**config.mk**
```make
export PLATFORM = sky130hd
export DESIGN_NAME = node_port_writer
export DESIGN_NICKNAME = d
export VERILOG_FILES = /design/src/rtl/node_port_writer.sv
export SDC_FILE = /design/constraint.sdc
export NUM_CORES = 1
export LEC_CHECK = 0
export ABC_AREA = 1
export BUFFER_PORTS_ARGS = -buffer_cell sky130_fd_sc_hd__buf_2
export CAP_MARGIN = 25
export CORE_MARGIN = 2
export CORE_UTILIZATION = 25
export DETAILED_ROUTE_END_ITERATION = 16
export GPL_ROUTABILITY_DRIVEN = 0
export PLACE_DENSITY_LB_ADDON = 0.12
export REMOVE_ABC_BUFFERS = 1
export SLEW_MARGIN = 20
export SYNTH_ARGS = -nofsm -noshare
export SYNTH_HDL_FRONTEND = slang
export SYNTH_SLANG_ARGS = --single-unit
```
**constraint.sdc**
```tcl
create_clock -name clk -period 1.1 [get_ports clk]
set_input_delay 0.11 -clock clk [delete_from_list [all_inputs] [get_ports clk]]
set_output_delay 0.11 -clock clk [all_outputs]
set_load 0.05 [all_outputs]
```
**src/rtl/node_port_writer.sv**
```systemverilog
// Transmit side of the inter-node port channel: saturates a core write and
// offers it to one neighbour (or all four) until a reader accepts it.
module node_port_writer #(
    parameter int DATA_W  = 11,
    parameter int MAX_VAL = 999
) (
    input  logic                     clk,
    input  logic                     resetn,
    input  logic                     wr_req,
    input  logic [2:0]               wr_dir,
    input  logic signed [DATA_W-1:0] wr_data,
    output logic                     wr_busy,
    output logic                     wr_done,
    output logic [1:0]               wr_taken_dir,
    output logic [3:0]               out_valid,
    output logic [DATA_W-1:0]        out_data,
    input  logic [3:0]               out_ready
);

    typedef enum logic [1:0] {
        IDLE,
        OFFER,
        DONE
    } state_t;

    localparam logic signed [DATA_W-1:0] POS = DATA_W'(MAX_VAL);
    localparam logic signed [DATA_W-1:0] NEG = -POS;

    state_t                     state;
    state_t                     state_nx;
    logic [2:0]                 dir_q;
    logic signed [DATA_W-1:0]   data_q;
    logic [1:0]                 taken_q;
    logic signed [DATA_W-1:0]   sat;
    logic [3:0]                 hit;
    logic [1:0]                 win;

    always_comb begin
        sat = wr_data;
        if (wr_data > POS) begin
            sat = POS;
        end else if (wr_data < NEG) begin
            sat = NEG;
        end
    end

    // Decoded from state so an async reset drops the offer at once.
    always_comb begin
        out_valid = 4'b0000;
        if (state == OFFER) begin
            if (dir_q == 3'd4) begin
                out_valid = 4'b1111;
            end else if (dir_q < 3'd4) begin
                out_valid = 4'b0001 << dir_q[1:0];
            end
        end
    end

    assign hit = out_valid & out_ready;

    // Lowest index wins when several neighbours accept an ANY offer.
    always_comb begin
        win = 2'd0;
        if (hit[0]) begin
            win = 2'd0;
        end else if (hit[1]) begin
            win = 2'd1;
        end else if (hit[2]) begin
            win = 2'd2;
        end else if (hit[3]) begin
            win = 2'd3;
        end
    end

    always_comb begin
        state_nx = state;
        unique case (state)
            IDLE: begin
                if (wr_req) begin
                    state_nx = (wr_dir > 3'd4) ? DONE : OFFER;
                end
            end
            OFFER: begin
                if (|hit) begin
                    state_nx = DONE;
                end
            end
            DONE: begin
                state_nx = IDLE;
            end
            default: begin
                state_nx = IDLE;
            end
        endcase
    end

    always_ff @(posedge clk or negedge resetn) begin
        if (!resetn) begin
            state   <= IDLE;
            dir_q   <= 3'd0;
            data_q  <= '0;
            taken_q <= 2'd0;
        end else begin
            state <= state_nx;
            if (state == IDLE && wr_req) begin
                dir_q  <= wr_dir;
                data_q <= sat;
            end
            if (state == OFFER && |hit) begin
                taken_q <= win;
            end
        end
    end

    assign wr_busy      = (state != IDLE) || wr_req;
    assign wr_done      = (state == DONE);
    assign wr_taken_dir = taken_q;
    assign out_data     = data_q;

endmodule
```
## Yosys cells after proc, flatten, opt, wreduce, memory -nomap -nowiden

Index checks and enable logic that the tools add are counted.

| word-level totals | value |
|---|---|
| register bits | 18 |
| output and inout bits | 19 |

| cells by class | value |
|---|---|
| magnitude comparators | 4 |
| equality and inequality tests | 5 |
| shifts and indexed selects | 1 |
| muxes and demuxes | 13 |
| bitwise gates (word level) | 1 |
| reductions and logical operators | 7 |

Operator list:

| kind | count |
|---|---|
| $mux 11 | 2 |
| $mux 2 | 7 |
| $mux 4 | 3 |
| $gt 11x11->1 const B | 1 |
| $lt 11x11->1 const B | 1 |
| $and 4x4->4 | 1 |
| $ne 2x2->1 const B | 2 |
| $pmux 2 s2 | 1 |
| $reduce_or 4->1 | 1 |
| $shl 1x2->4 const A | 1 |
| $eq 3x3->1 const B | 1 |
| $gt 3x3->1 const B | 1 |
| $lt 3x3->1 const B | 1 |
| $eq 2x1->1 const B | 1 |
| $eq 2x2->1 const B | 1 |
| $logic_and 1x1->1 | 2 |
| $logic_not 2->1 | 1 |
| $reduce_and 2->1 | 1 |
| $reduce_bool 2->1 | 1 |
| $logic_or 1x1->1 | 1 |

## Logic depth before layout (Yosys ltp)

| logic depth | value |
|---|---|
| depth in word-level cells | 9 |
| depth in mapped cells | 9 |
| mapped depth without buffers | 9 |

## Worst setup path before layout

No wires, ideal clock.

| path | value |
|---|---|
| kind | reg-to-output |
| from | reg state[1] |
| to | out out_valid[1] |
| data arrival time | 2.110 ns |
| required time | 0.990 ns |
| slack | -1.120 ns |
| cell stages (with the launch flop) | 6 |
| buffers on the path | 0 |
| cell sequence | dfrtp_1 -> inv_2 -> nand2_1 -> nor3_2 -> a21oi_1 -> a21oi_1 |

| between the ends | value |
|---|---|
| word-level cells in the longest chain between the ends | 2 |

Ends and longest elaborated chain:

| element | RTL line | source |
|---|---|---|
| start: declaration | 29 | `state_t state;` |
| start signal: assignment | 104 | `state <= state_nx;` |
| $eq 2x1->1 | 50 | `if (state == OFFER) begin` |
| $mux 4 | 50 |  |
| end: declaration | 15 | `output logic [3:0] out_valid,` |

Every way passes these cells.

## Worst setup path in the final report

| path | value |
|---|---|
| from | reg state[1] |
| to | out out_valid[2] |

The elaborated chain is that of the path after synthesis.

==> results.yml <==
run_status:
  status: "complete, but fails checks"
  violations: "negative setup slack"
synth:
  synth_flop_cell: "dfrtp_1"
  synth_top_area_cell: "dfrtp_1"
  yosysMostFrequentCell: "nand2_1"
  ys_ff_latch: 18
  yosysSeqAreaShare_pct: 47.9
  netlist_area_um2: 940
  synth.area.top_cells: "dfrtp_1 48%, nand2_1 12%, a21oi_1 9.6%, nor2_1 6.4%, inv_1 3.2%"
  synth_edf_count: 0
  yosys_warnings: 0
  synthTopCellsByCount: "31 x nand2_1, 18 x a21oi_1, 18 x dfrtp_1"
  synthArstFlopShare_pct: 100
  synth_top_area_share_pct: 47.9
  synth_cells: 124
  avgSynthCellArea_um2: 7.58
  synthDistinctLibCells: 21
sta:
  slew_viol_final: 0
  fin_worst_skew_ns: 0.000816
  worst_slew_pin_slew_ns: 0.419
  period_share_pct: 140
  slew_headroom_pct: 72.1
  finalHoldViolCount: 0
  fin_setup_tns_ns: -3.75
  period_needed_ns: 1.54
  rsz0062_at_grt: "yes"
  timing.fmax_mhz: 651
  setup_viol: 23
  worst_slack_ns: -0.437
setup_path:
  r2r-end: "wr_taken_dir[1]"
  crit_type: "reg2out"
  critical_path_peak_fanout: 3
  cp-start-kind: "register"
  reg2reg_setup_slack_ns: -0.33
  r2r_cells: 9
  worstPathArrival_ns: 1.43
  critPathLaunch: "state[1]"
  rr_startpoint: "state[1]"
  cp_top_family: "flip-flops"
  endpoint_kind: "output pin"
  worst_ep_required_time_ns: 0.99
  slowest_delay_ns: 0.40
  crit_chain: "inv_2, nand2_4, nor3_4, a21oi_2, a21oi_1, buf_4"
  crit_slowest_cell: "dfrtp_1"
  worst-path-buf-inv: 2
clocking:
  cts_buffers: 3
  clk_transition_reported_paths_ns: 0.07
  clk_latency_ns: 0.25
  clkSinkCount: 18
  clockBufferDepth: 2
  cts_tree: "built"
  cts_max_level: 1
  root_buffer: "clkbuf_8"
cells_and_area:
  multi_input_area_um2: 489
  fin_cells: 235
  area_delta_synth_final_pct: 62.7
  n_fill_cell: 408
  seq_area_um2: 453
  n_antenna_cell: 0
  num-nets-final: 211
  final_layout_size_suffix_gt1_share_pct: 46.0
min_path:
  hold_path_end: "dir_q[2]"
  hp-start: "wr_dir[2]"
  whs_path_depth: 3
  hp-class: "in2reg"
floorplanning:
  ios: 40
  row_count: 22
  die_area_um2: 4260
  start_util_pct: 25.9
  fp.coreArea_um2: 3630
  die_h_um: 65.3
  die_x_um: 65.3
global_routing:
  grt_pass1_vias: 1028
  antenna_found_initial: 0
  grt_start_max_net_pins: 19
  grt_usage_pct: 13.7
  grt_pass1_wl_mm: 4.42
  grt_overflow: 0
route:
  wl_mm: 2.60
  drt_iter0_markers: 14
  drtAntennaViolNets: 0
  drc: 0
  avgViaCountPerCell: 4.43
  wl_per_cell_um: 11.1
  dr.pass1.iters: 4
  dr_total_vias: 1040
flow_run:
  maxCapViolations: 0
placed_design:
  dp_cells: 229
  port_buffers: 39
  dpl.hpwl_mm: 1.96
power_and_ir_drop:
  p_per_area_nw_per_um2: 3200
  vdd_drop_max_mv: 1.29
  leakagePower_nw: 0.797
routing by layer:
| layer | global-route usage, % | vias to the layer above | share of wire [%] |
|---|---|---|---|
| li1 | - | 535 | - |
| met1 | 16.3 | 474 | 42 |
| met2 | 23.6 | 27 | 52 |
| met3 | 2.74 | 4 | 5.1 |
| met4 | 6.25 | 0 | 1.2 |
| met5 | 0 | - | 0 |
stage by stage:
step                      area [um^2]  hold WS [ns]  util [%]  setup WS [ns]  total power, mW
after global routing             1530        0.0906      42.1         -0.509             5.25
after global placement           1360        0.0668      37.4         -0.389             4.10
after detailed placement         1360        0.0758      37.4         -0.399             4.11
after CTS                        1460        0.0722      40.2         -0.396             4.77
after floorplan                   922        -0.186         -          -1.12             3.18
final                            1530        0.0818      42.1         -0.437             4.89
sequential cells by signal (all words and copies together) (netlist names):
name,count
state,2
dir_q,3
out_data,11
wr_taken_dir,2
repair_timing:
| item | CTS | global route |
|---|---|---|
| resized for setup | 16 | 14 |
| setup endpoints to repair | 24 | 24 |
| pin swaps | 1 | 8 |
| hold buffers | 1 | 0 |
| hold endpoints to repair | 18 | 0 |
| cloned | 0 | 0 |
| setup buffers | 0 | 2 |
how the worst max path moves through the flow:
stage | to | slack (ns) | cells after the start
final | out_valid[2] | -0.44 | 6
after floorplan | out_valid[1] | -1.12 | 5
after detailed placement | out_data[8] | -0.40 | 8
after global placement | out_data[9] | -0.39 | 8
after global routing | out_valid[1] | -0.51 | 6
after CTS | out_valid[2] | -0.40 | 6
power breakdown:
part           total [mW]  switching, mW  internal, mW
Sequential           1.26          0.251          1.00
Combinational        3.18           2.13          1.04
Clock               0.457          0.214         0.243
Total                4.89           2.60          2.29
cells by family after synthesis:
group,Yosys count,synth area share [%]
adder cells (fa/ha/maj),1,1.33
flip-flops,18,47.9
AO/OA/AOI/OAI,30,17.6
buffers and inverters,17,7.46
AND/OR/NAND/NOR,58,25.7
tightest hold or removal path: stages:
cell and delay, ns:
buf_2 0.08, nand2_1 0.04, o21ai_1 0.06
cells in the final DEF (no fill, tap or decap), drive strengths merged:
cell type    count
o21bai           1
o2111ai          1
dlygate4sd3      1
clkinv           1
nor3             5
o211ai           2
inv             13
nand2           32
buf             62
a21oi           18
nand3            2
dfrtp           18
ha               1
o21ai            8
clkbuf           3
nor2            16
nand4            3
layout make-up:
type / instances / area share [%]
sequential: 18 / 29.6
inverter: 14 / 3.44
clock buffer: 3 / 2.70
timing repair buffer: 63 / 28.3
multi-input combinational: 89 / 32.0
tap: 48 / 3.93
Note: power is estimated with default switching activity, not from simulation.
